**src/rtl/uart_tx_scheduler.sv**
```systemverilog
`default_nettype none
// ============================================================================
// uart_tx_scheduler : sequences one or two tagged frames per job into the TX bridge
// Revision 1.0
// ============================================================================
module uart_tx_scheduler #(
  parameter int MESSAGE_SIZE = 512,
  parameter int HEADER_SIZE  = 32,
  parameter int GAP_CYCLES   = 16
) (
  input  logic                    clk_in,
  input  logic                    rst_in,
  input  logic                    ext_tx_valid_in,
  output logic                    ext_tx_ready_out,
  input  logic [MESSAGE_SIZE-1:0] tx_encrypted_in,
  input  logic [MESSAGE_SIZE-1:0] tx_decrypted_in,
  input  logic [HEADER_SIZE-1:0]  tx_header_in,
  input  logic [1:0]              tx_mode_in,
  output logic [MESSAGE_SIZE-1:0] bdge_message_out,
  output logic [HEADER_SIZE-1:0]  bdge_header_out,
  output logic                    bdge_valid_out,
  input  logic                    bdge_ready_in,
  output logic                    mode_err_out,
  output logic [15:0]             frames_sent_out
);

  localparam logic [1:0] S_IDLE   = 2'd0;
  localparam logic [1:0] S_FIRST  = 2'd1;
  localparam logic [1:0] S_GAP    = 2'd2;
  localparam logic [1:0] S_SECOND = 2'd3;

  localparam logic [1:0] C_MODE_MIXED = 2'b00;
  localparam logic [1:0] C_MODE_ENC   = 2'b10;
  localparam logic [1:0] C_MODE_BAD   = 2'b11;
  localparam logic [1:0] C_TAG_PLAIN  = 2'b01;
  localparam logic [1:0] C_TAG_CIPHER = 2'b10;

  localparam int              GW    = (GAP_CYCLES > 1) ? $clog2(GAP_CYCLES + 1) : 1;
  localparam logic [GW-1:0]   C_GAP = GW'(GAP_CYCLES);
  localparam logic [GW-1:0]   C_ONE = GW'(1);

  logic [1:0]              r_state;
  logic [1:0]              w_next;
  logic [MESSAGE_SIZE-1:0] r_enc;
  logic                    r_mixed;
  logic [GW-1:0]           r_gap_cnt;

  logic                    w_accept;
  logic                    w_legal;
  logic                    w_start;
  logic                    w_handshake;
  logic                    w_valid;
  logic                    w_ready;
  logic                    w_err;
  logic [MESSAGE_SIZE-1:0] w_msg;
  logic [HEADER_SIZE-1:0]  w_hdr;
  logic [GW-1:0]           w_gap;

  assign w_accept    = ext_tx_valid_in && ext_tx_ready_out;
  assign w_legal     = (tx_mode_in != C_MODE_BAD);
  assign w_start     = (r_state == S_IDLE) && w_accept && w_legal;
  assign w_handshake = bdge_valid_out && bdge_ready_in;

  always_ff @(posedge clk_in or negedge rst_in) begin
    if (!rst_in) begin
      r_state <= S_IDLE;
    end else begin
      r_state <= w_next;
    end
  end

  always_comb begin
    w_next = r_state;
    case (r_state)
      S_IDLE: begin
        if (w_start) w_next = S_FIRST;
      end
      S_FIRST: begin
        if (w_handshake) begin
          if (!r_mixed)            w_next = S_IDLE;
          else if (GAP_CYCLES > 0) w_next = S_GAP;
          else                     w_next = S_SECOND;
        end
      end
      S_GAP: begin
        if (r_gap_cnt <= C_ONE) w_next = S_SECOND;
      end
      S_SECOND: begin
        if (w_handshake) w_next = S_IDLE;
      end
      default: w_next = S_IDLE;
    endcase
  end

  // Outputs are registered: compute their next values from the next state.
  always_comb begin
    w_valid = (w_next == S_FIRST) || (w_next == S_SECOND);
    w_ready = (w_next == S_IDLE);
    w_err   = (r_state == S_IDLE) && w_accept && !w_legal;
    w_msg   = bdge_message_out;
    w_hdr   = bdge_header_out;
    w_gap   = r_gap_cnt;
    if (w_start) begin
      w_msg      = (tx_mode_in == C_MODE_ENC) ? tx_encrypted_in : tx_decrypted_in;
      w_hdr      = tx_header_in;
      w_hdr[1:0] = (tx_mode_in == C_MODE_ENC) ? C_TAG_CIPHER : C_TAG_PLAIN;
    end else if ((r_state == S_FIRST) && w_handshake && r_mixed) begin
      w_msg      = r_enc;
      w_hdr[1:0] = C_TAG_CIPHER;
      w_gap      = C_GAP;
    end
    if (r_state == S_GAP) w_gap = r_gap_cnt - C_ONE;
  end

  always_ff @(posedge clk_in or negedge rst_in) begin
    if (!rst_in) begin
      ext_tx_ready_out <= 1'b1;
      bdge_valid_out   <= 1'b0;
      bdge_message_out <= '0;
      bdge_header_out  <= '0;
      mode_err_out     <= 1'b0;
      frames_sent_out  <= 16'd0;
      r_gap_cnt        <= '0;
      r_enc            <= '0;
      r_mixed          <= 1'b0;
    end else begin
      ext_tx_ready_out <= w_ready;
      bdge_valid_out   <= w_valid;
      bdge_message_out <= w_msg;
      bdge_header_out  <= w_hdr;
      mode_err_out     <= w_err;
      frames_sent_out  <= frames_sent_out + {15'd0, w_handshake};
      r_gap_cnt        <= w_gap;
      if (w_start) begin
        r_enc   <= tx_encrypted_in;
        r_mixed <= (tx_mode_in == C_MODE_MIXED);
      end
    end
  end

endmodule
`default_nettype wire

```
**config.mk**
```make
export PLATFORM = sky130hd
export DESIGN_NAME = uart_tx_scheduler
export DESIGN_NICKNAME = d
export VERILOG_FILES = /design/src/rtl/uart_tx_scheduler.sv
export SDC_FILE = /design/constraint.sdc
export NUM_CORES = 2
export LEC_CHECK = 0
export CORE_AREA = 2 2 642 644
export DETAILED_ROUTE_END_ITERATION = 12
export DIE_AREA = 0 0 644 646
export PLACE_DENSITY = 0.39
export SETUP_SLACK_MARGIN = 0.3
export SLEW_MARGIN = 25
export SYNTH_ARGS = -nofsm -noshare
export SYNTH_HDL_FRONTEND = slang
export SYNTH_SLANG_ARGS = --single-unit
```
**constraint.sdc**
```tcl
create_clock -name clk_in -period 5.4 [get_ports clk_in]
set_input_delay 1.08 -clock clk_in [delete_from_list [all_inputs] [get_ports clk_in]]
set_output_delay 1.08 -clock clk_in [all_outputs]
set_load 0.01 [all_outputs]
```
==> results.cfg <==
[run_status]
status = completed

[route]
dr.first_iter.drc_count = 4402
post_drt_wl_per_cell_um = 32.6
final_antenna_net_count = 0
drc = 0
drtPass1Iterations = 6
routed_wirelength_um = 371000
routed-via-count = 50131
route.detailed.vias_per_inst = 4.40

[logic_synthesis]
synth_fp_nets = 5402
synthesis.area_per_instance_um2 = 11.6
asyncSetResetFlopFracSynth_pct = 100
post-synth-top-area-fraction_pct = 53.8
netlist_instances = 4336
synth_enable_flop_cells = 0
synth.yosys.warnings = 0
synthDominantAreaCellType = sky130_fd_sc_hd__dfrtp_1
ys_seq_elements = 1083
syn_area_um2 = 50300
yosysSeqAreaShare_pct = 53.9
count_of_distinct_cell_types_in_the_synthesized_netlist = 41
synth_flop_cell = sky130_fd_sc_hd__dfrtp_1
synthTopCellsByArea = sky130_fd_sc_hd__dfrtp_1 54%, sky130_fd_sc_hd__mux2_2 12%, sky130_fd_sc_hd__a32oi_1 8.9%, sky130_fd_sc_hd__a22oi_1 7.6%, sky130_fd_sc_hd__o22ai_1 6.4%

[die]
floorplan_core_area_um2 = 409000
die-height_um = 646
chipWidth_um = 644
initial_utilization_pct = 12.3
fp-row-count = 235
dieArea_um2 = 416000
num_io_pins = 1625

[setup_path]
setup.worst_path.end_class = output port
critPathKind = flip-flop to output port
reg2reg_setup_slack_ns = 2.40
timing.critical_path.fanout_max = 2
worst_path_dominant_cell_family = buffers and inverters
timing.critical_path.cells = clkdlybuf4s50_1
required_time_reported_for_the_critical_path_endpoint_ns = 4.32
timing.critical_path.buf_inv = 1
worstPathArrival_ns = 2.27
critical_path.slowest_cell = sky130_fd_sc_hd__clkdlybuf4s50_1
crit_cells = 1
worst_path_largest_cell_delay_ns = 1.02
startpoint_type = flip-flop
ff_to_ff_path_depth = 5

[timing]
skew_ns = 0.0511
final.period_utilization_pct = 62.1
slew_headroom_pct = 20.6
report.final.hold_viol_count = 0
timing.final.crit_period_ns = 3.35
fin_ws_ns = 2.05
timing.final.max_slew_violations = 0
rsz0062_at_grt = no
finish_stage_setup_viols = 0
max_freq_mhz = 298
hold_ws_ns = 0.346
final.setup.tns_ns = 0
worst_pin_slew_ns = 1.19

[global_routing]
first_global_vias = 50036
grt_max_degree = 145
grt_first_pass_wirelength_um = 486000
overflow_after_grt = 0
grt_antenna_before_repair = 309
global_route.usage.total_pct = 17.0

[layout]
finish.utilization_pct = 19.1
most-common-layout-cells = 1620 x sky130_fd_sc_hd__clkdlybuf4s50_1, 1082 x sky130_fd_sc_hd__dfrtp_1, 540 x sky130_fd_sc_hd__mux2_2
syn_to_final_growth_pct = 54.9
final_design_area_no_fill_um2 = 77900
fillCellCount = 44752
drive_above_1_share_pct = 16.3
layout.cells.most_common = sky130_fd_sc_hd__clkdlybuf4s50_1
post_layout_nonfiller_instances = 11382
num-nets-final = 6764

[clocking]
tritoncts = done
worst_setup_hold_path_clk_slew_ns = 0.06
cts_num_sinks = 1083
post_cts_hold_buffer_count = 0
cts-htree-levels = 4
clk_latency_ns = 0.85
cts.path.max_buffers = 4
cts_buffers = 147
postCtsSetupRepairBufs = 0
cts_root_buf = sky130_fd_sc_hd__clkbuf_16
cts.repair.resized = 0

[worst_hold_path]
worstHoldPathType = input pin to asynchronous set/reset pin

[placement]
gp_routability_congestion = 0.839
postPlaceCellArea_um2 = 72800
pre_cts_slack_ns = 1.39
hpwlAfterDp_um = 280000
dp_cells = 11000
number_of_buffer_cells_added_on_primary_ports = 1622

[pwr]
static-leakage-power_nw = 27.8
max-vdd-ir-drop_uv = 267
fin_total_pwr_mw = 41.9
powerDensity_nw_per_um2 = 538

[run]
drv_cap = 0
path summary, 6_finish.rpt:
path / start / to
setup / recovery: bdge_message_out[484] / bdge_message_out[484]
hold / removal: rst_in / bdge_message_out[270]
setup reg to reg: r_state[1] / bdge_message_out[330]
hold reg to reg: frames_sent_out[15] / frames_sent_out[15]
max in group asynchronous: rst_in / bdge_header_out[9]
min in group clk_in: frames_sent_out[15] / frames_sent_out[15]
kinds of logic (layout without fill, tap and decap cells):
kind of cell    after synthesis  count (layout)  share of synthesized area [%]
compound gates             2059            2059                           28.2
xor+xnor                     15              15                          0.261
fa+ha+maj                     4               4                         0.0995
buf+inv                     579            2048                           4.79
flops                      1083            1083                           53.9
mux                         544             544                           12.2
other cells                   0             126                              0
simple gates                 52              52                          0.600
state kept, by name, summed over array words and instances, names as in the netlist:
name / cells
r_mixed: 1
r_state: 2
mode_err_out: 1
ext_tx_ready_out: 1
frames_sent_out: 16
r_enc: 512
bdge_valid_out: 1
r_gap_cnt: 5
bdge_header_out: 32
bdge_message_out: 512
area by class of cell:
cell class                 instances  area [µm²]  share of cell area (%)
clock buffer                     210        4280                    5.49
sequential                      1083       27100                    34.8
timing repair buffer            1787       18000                    23.1
inverter                           5        18.8                  0.0241
multi-input combinational       2674       20900                    26.8
tap                             5451        6820                    8.75
antenna                          126         315                   0.405
clock inverter                    46         551                   0.707
synthesized netlist by cell type, types with 2 or more instances:
cell,number
sky130_fd_sc_hd__a22oi_1,512
sky130_fd_sc_hd__nand4_1,7
sky130_fd_sc_hd__dfrtp_1,1082
sky130_fd_sc_hd__nand2_1,10
sky130_fd_sc_hd__o22ai_1,513
sky130_fd_sc_hd__and4_1,2
sky130_fd_sc_hd__mux2_2,540
sky130_fd_sc_hd__nand3b_1,3
sky130_fd_sc_hd__inv_1,5
sky130_fd_sc_hd__ha_1,4
sky130_fd_sc_hd__buf_6,14
sky130_fd_sc_hd__o21ai_0,513
sky130_fd_sc_hd__xor2_1,6
sky130_fd_sc_hd__and2_1,2
sky130_fd_sc_hd__nor3_1,3
sky130_fd_sc_hd__nor4_1,3
sky130_fd_sc_hd__xnor2_1,9
sky130_fd_sc_hd__nand3_1,6
sky130_fd_sc_hd__buf_1,17
sky130_fd_sc_hd__clkbuf_1,439
sky130_fd_sc_hd__nor2_1,6
sky130_fd_sc_hd__a32oi_1,512
sky130_fd_sc_hd__nand2b_1,3
sky130_fd_sc_hd__or4b_2,2
sky130_fd_sc_hd__buf_2,103
sky130_fd_sc_hd__a21oi_1,3
sky130_fd_sc_hd__mux2_1,3
per-layer routing:
metal / wire [µm] / share of wire [%] / GRT usage, %
met5: 1020 / 0.27 / 0
met2: 174000 / 47 / 27.4
met4: 17200 / 4.6 / 7.77
met1: 142000 / 38 / 19.7
met3: 36800 / 9.9 / 6.57
where the power goes:
part | total, mW | internal [mW] | switching [mW]
registers | 14.4 | 12.1 | 2.28
clock network | 10.1 | 5.96 | 4.17
logic | 17.4 | 8.08 | 9.30
No activity file was read; power rests on OpenSTA's default activity.
